$ cat config.mk
export PLATFORM = sky130hd
export DESIGN_NAME = regfile_2r1w_init
export DESIGN_NICKNAME = d
export VERILOG_FILES = /design/src/rtl/regfile_2r1w_init.sv
export SDC_FILE = /design/constraint.sdc
export NUM_CORES = 1
export LEC_CHECK = 0
export ABC_AREA = 0
export CAP_MARGIN = 20
export CORE_ASPECT_RATIO = 1.5
export CORE_MARGIN = 2
export CORE_UTILIZATION = 56
export CTS_CLUSTER_SIZE = 40
export DETAILED_ROUTE_END_ITERATION = 7
export PLACE_DENSITY = 0.76
export SYNTH_ARGS = -nofsm -noshare
export SYNTH_HDL_FRONTEND = slang
export SYNTH_SLANG_ARGS = --single-unit
$ cat constraint.sdc
create_clock -name CLK -period 3.5 [get_ports CLK]
set_clock_uncertainty 0.1 [all_clocks]
set_input_delay 0.525 -clock CLK [delete_from_list [all_inputs] [get_ports CLK]]
set_output_delay 0.525 -clock CLK [all_outputs]
set_load 0.01 [all_outputs]
$ cat src/rtl/regfile_2r1w_init.sv
// 2-read/1-write register file with registered read ports, write-through
// bypass, optional hardwired-zero register 0 and a reset-triggered INIT
// sequencer that clears the array one entry per cycle before asserting Ready.
module regfile_2r1w_init #(
    parameter int unsigned DATA_W   = 32,
    parameter int unsigned ADDR_W   = 5,
    parameter int unsigned NREGS    = 32,
    parameter bit          ZERO_REG = 1'b1
) (
    input  logic              CLK,
    input  logic              RST,
    input  logic              Rd_En,
    input  logic [ADDR_W-1:0] Add_A,
    input  logic [ADDR_W-1:0] Add_B,
    input  logic              Write_En,
    input  logic [ADDR_W-1:0] Add_Dest,
    input  logic [DATA_W-1:0] Write_Data,
    output logic [DATA_W-1:0] Info_A,
    output logic [DATA_W-1:0] Info_B,
    output logic              Info_Valid,
    output logic              Ready
);

    localparam int unsigned IDX_W   = (NREGS > 1) ? $clog2(NREGS) : 1;
    localparam int unsigned CNT_W   = ADDR_W + 1;
    localparam logic [CNT_W-1:0] NREGS_C = CNT_W'(NREGS);
    localparam logic [CNT_W-1:0] LAST_C  = CNT_W'(NREGS - 1);

    typedef enum logic {
        S_INIT = 1'b0,
        S_RUN  = 1'b1
    } state_t;

    logic [DATA_W-1:0] mem [NREGS];
    state_t            state;
    logic [CNT_W-1:0]  init_cnt;

    logic              wr_ok_c;
    logic [DATA_W-1:0] rd_a_c;
    logic [DATA_W-1:0] rd_b_c;

    // Address maps to a real, writable/readable entry (not out of range, not hardwired zero)
    function automatic logic addr_live(input logic [ADDR_W-1:0] a);
        return ({1'b0, a} < NREGS_C) && !(ZERO_REG && (a == '0));
    endfunction

    // Write qualification and read-port muxing with same-edge write-through
    always_comb begin
        wr_ok_c = (state == S_RUN) && Write_En && addr_live(Add_Dest);
        rd_a_c  = '0;
        rd_b_c  = '0;
        if (addr_live(Add_A)) begin
            rd_a_c = (wr_ok_c && (Add_A == Add_Dest)) ? Write_Data : mem[IDX_W'(Add_A)];
        end
        if (addr_live(Add_B)) begin
            rd_b_c = (wr_ok_c && (Add_B == Add_Dest)) ? Write_Data : mem[IDX_W'(Add_B)];
        end
    end

    // Storage: cleared entry by entry during INIT, written normally in RUN; never reset
    always_ff @(posedge CLK) begin
        if (state == S_INIT) begin
            mem[IDX_W'(init_cnt)] <= '0;
        end else if (wr_ok_c) begin
            mem[IDX_W'(Add_Dest)] <= Write_Data;
        end
    end

    // INIT/RUN sequencer and registered read outputs
    always_ff @(posedge CLK or posedge RST) begin
        if (RST) begin
            state      <= S_INIT;
            init_cnt   <= '0;
            Info_A     <= '0;
            Info_B     <= '0;
            Info_Valid <= 1'b0;
            Ready      <= 1'b0;
        end else if (state == S_INIT) begin
            Info_Valid <= 1'b0;
            if (init_cnt == LAST_C) begin
                state <= S_RUN;
                Ready <= 1'b1;
            end else begin
                init_cnt <= init_cnt + CNT_W'(1);
            end
        end else begin
            Info_Valid <= Rd_En;
            if (Rd_En) begin
                Info_A <= rd_a_c;
                Info_B <= rd_b_c;
            end
        end
    end

endmodule

==> results.json <==
{
  "cts.clk_slew.worst_paths_ns": 0.07,
  "yosysSeqAreaShare": 0.6354,
  "nNetsFinal": 3209,
  "clockBufferDepth": 3,
  "chipHeight_um": 374.6,
  "fillers": 5967,
  "htree_levels": 3,
  "cts_tree": "built",
  "drtPass1Iterations": 6,
  "p_leak_nw": 21.47,
  "ant_nets": 0,
  "io_buffers": 116,
  "grt_use_met2": 0.5633,
  "r2r_slack_ns": 1.01,
  "initial_core_util": 0.5663,
  "reg2reg_from": "state$_DFF_PP0_",
  "clk_latency_ns": 0.72,
  "grt_pass1_vias": 33980,
  "grt_pass1_wl_um": 234700,
  "ys_seq_elements": 1097,
  "area_growth_pct": 15.30,
  "rsz0062_at_grt": "false",
  "syn-num-nets": 3017,
  "synth.distinct_cells": 62,
  "tns_ns": 0,
  "fin_crit_sh": 0.7674,
  "wire_per_inst_um": 36.88,
  "worst-r2r-cell-count": 6,
  "syn_inst": 2965,
  "status": "completed",
  "ys_top_cells_by_area": "edfxtp_1 (60%), mux4_2 (14%), mux2i_1 (8.3%), dfrtp_1 (3.6%), a22oi_1 (1.6%)",
  "path_max_fanout": 32,
  "synth_edf_count": 1024,
  "holdCritPathClass": "in2async",
  "hold_buffers": 0,
  "timing.hold.ws_ns": 0.1462,
  "grtUsageTotal": 0.3485,
  "finalSetupViolCount": 0,
  "ir_drop_mv": 0.4055,
  "max_slew_margin": 0.4148,
  "antenna_found_initial": 5,
  "p_per_area_nw_per_um2": 495.8,
  "clock.fmax_ghz": 0.3723,
  "floorplan.die_area_um2": 94040,
  "post_cts_resized": 0,
  "coreArea_um2": 90540,
  "report.final.slew_viol_count": 0,
  "use_met1": 0.4393,
  "ys_warn_count": 0,
  "start_kind": "primary input",
  "path_class": "in2reg",
  "tightest_slew_ns": 0.8779,
  "finalHoldViolations": 0,
  "drive_gt1_frac": 0.2508,
  "post-synth-top-area-cell": "edfxtp_1",
  "detail_route.vias_per_cell": 7.440,
  "clock-sinks": 1097,
  "route.detailed.drc": 0,
  "numCtsBuffers": 100,
  "worstPathArrival_ns": 2.97,
  "postCtsSetupRepairBufs": 0,
  "cp.required_ns": 3.79,
  "postRouteWirelength_um": 162700,
  "finalCriticalPeriod_ns": 2.686,
  "grt.busiest_layer": "met2",
  "synth_flop_cell": "edfxtp_1",
  "place_hpwl_um": 101300,
  "cp-end-kind": "flip-flop",
  "worst_r2r_endpoint": "mem[3][9]$_DFFE_PP_",
  "fp.dieW_um": 251.1,
  "syn_area_per_cell_um2": 17.29,
  "met3_usage": 0.06774,
  "cts_root_buffer": "clkbuf_16",
  "place_congestion": 0.9282,
  "overflow": 0,
  "drv_cap": 0,
  "drt_iter0_drc": 4796,
  "async_flop_share": 0.06655,
  "num_rows": 135,
  "synth_area_um2": 51270,
  "final_util": 0.6529,
  "io_pins": 117,
  "vias": 32820,
  "synth_top_area_frac": 0.5998,
  "grt_max_degree": 97
}
power by group:
group | switching (W) | internal, W
logic | 0.00165 | 0.00110
registers | 0.000128 | 0.0145
clock network | 0.00503 | 0.00692
worst max-delay path, cell delays in order:
cell             delay (ns)
clkdlybuf4s50_1        0.52
nor3_1                 0.43
a21oi_4                0.13
mux2i_1                0.36
nand3_1                0.43
nor2_4                 0.23
buf_12                 0.28
area by class of cell:
type / count / area, µm² / area share
Inverter: 6 / 25.02 / 0.0004233
Tap cell: 1164 / 1456 / 0.02464
Antenna cell: 2 / 5.005 / 0.00008467
Clock buffer: 125 / 2701 / 0.04570
Clock inverter: 65 / 862.1 / 0.01458
Timing Repair Buffer: 326 / 3662 / 0.06195
Sequential cell: 1097 / 32580 / 0.5511
Multi-Input combinational cell: 1626 / 17820 / 0.3015
kinds of logic after synthesis:
family,count (synthesis),share of synthesized area
compound gates,504,0.07314
simple gates,302,0.02738
fa+ha+maj,1,0.0002440
flops,1097,0.6354
xor+xnor,14,0.002392
buf+inv,242,0.02333
mux,805,0.2381
registers in the layout (all words and copies together) (netlist names):
register and count:
Info_A 32, Info_B 32, Info_Valid 1, Ready 1, init_cnt 6, mem 1024, state 1
layout by cell type, fill, tap and decap left out, types with 5 or more instances in the layout:
cell type        netlist  layout
a2111oi_0              5       5
a211oi_1              10      10
a21o_1                50      50
a21oi_1               38      35
a221o_1               10      10
a221oi_1              78      78
a22o_1                15      15
a22oi_1              106     106
a32o_1                 6       6
a41oi_1               10      10
and2_1                34      32
buf_12                 1      73
buf_4                 31     140
bufinv_16              0      19
clkbuf_1             109      19
clkbuf_16              0     104
clkdlybuf4s50_1        0     107
clkinv_1               0      13
clkinv_2               0      15
clkinvlp_4             0      11
dfrtp_1               73      73
edfxtp_1            1024    1024
mux2_2                58      58
mux2i_1              423     423
mux4_1                 6       6
mux4_2               318     318
nand2_1              106     105
nand3_1               46      46
nand4_1                6       6
nor2_1                69      36
nor2_4                 0      32
nor3_1                13      13
o2111ai_1             11      11
o211ai_1              46      46
o21ai_0               65      65
o221ai_1              16      16
o22ai_1               21      21
xnor2_1               14      14
metrics by stage:
step / setup slack (ns) / cells / cell area, µm² / power (W)
2_1_floorplan: 0.1399 / 2965 / 51270 / 0.01634
3_3_place_gp: 0.07745 / 4219 / 55540 / 0.01751
3_5_place_dp: 0.1300 / 4219 / 55540 / 0.01757
4_1_cts: 0.8701 / 4409 / 59110 / 0.02931
5_1_grt: 0.6869 / 4409 / 59110 / 0.02992
6_report: 0.8140 / 4411 / 59110 / 0.02931
cell usage after synthesis, types with 15 or more instances:
library cell / count
o211ai_1: 46
mux2_2: 58
a22o_1: 15
mux2i_1: 423
a21o_1: 50
buf_1: 18
nand2_1: 106
dfrtp_1: 73
o22ai_1: 21
mux4_2: 318
edfxtp_1: 1024
a21oi_1: 38
a221oi_1: 78
buf_2: 67
o21ai_0: 65
and2_1: 34
nor2_1: 69
o221ai_1: 16
buf_4: 31
a22oi_1: 106
clkbuf_1: 109
nand3_1: 46
worst max path at each step:
stage	start	endpoint	slack [ns]
after detailed placement	Add_Dest[4]	mem[3][9]$_DFFE_PP_	0.13
final	Add_Dest[4]	mem[3][9]$_DFFE_PP_	0.81
after global placement	Add_Dest[4]	mem[3][9]$_DFFE_PP_	0.08
after CTS	Add_Dest[4]	mem[3][9]$_DFFE_PP_	0.87
after global routing	Add_Dest[4]	mem[2][22]$_DFFE_PP_	0.69
after floorplan	Write_En	mem[0][0]$_DFFE_PP_	0.14
metal layers:
metal	vias up	routed length (µm)
met3	613	19310
met1	16740	53640
met2	2653	78690
met4	6	11010
li1	12810	-
met5	-	34
No activity file was read; power rests on OpenSTA's default activity.
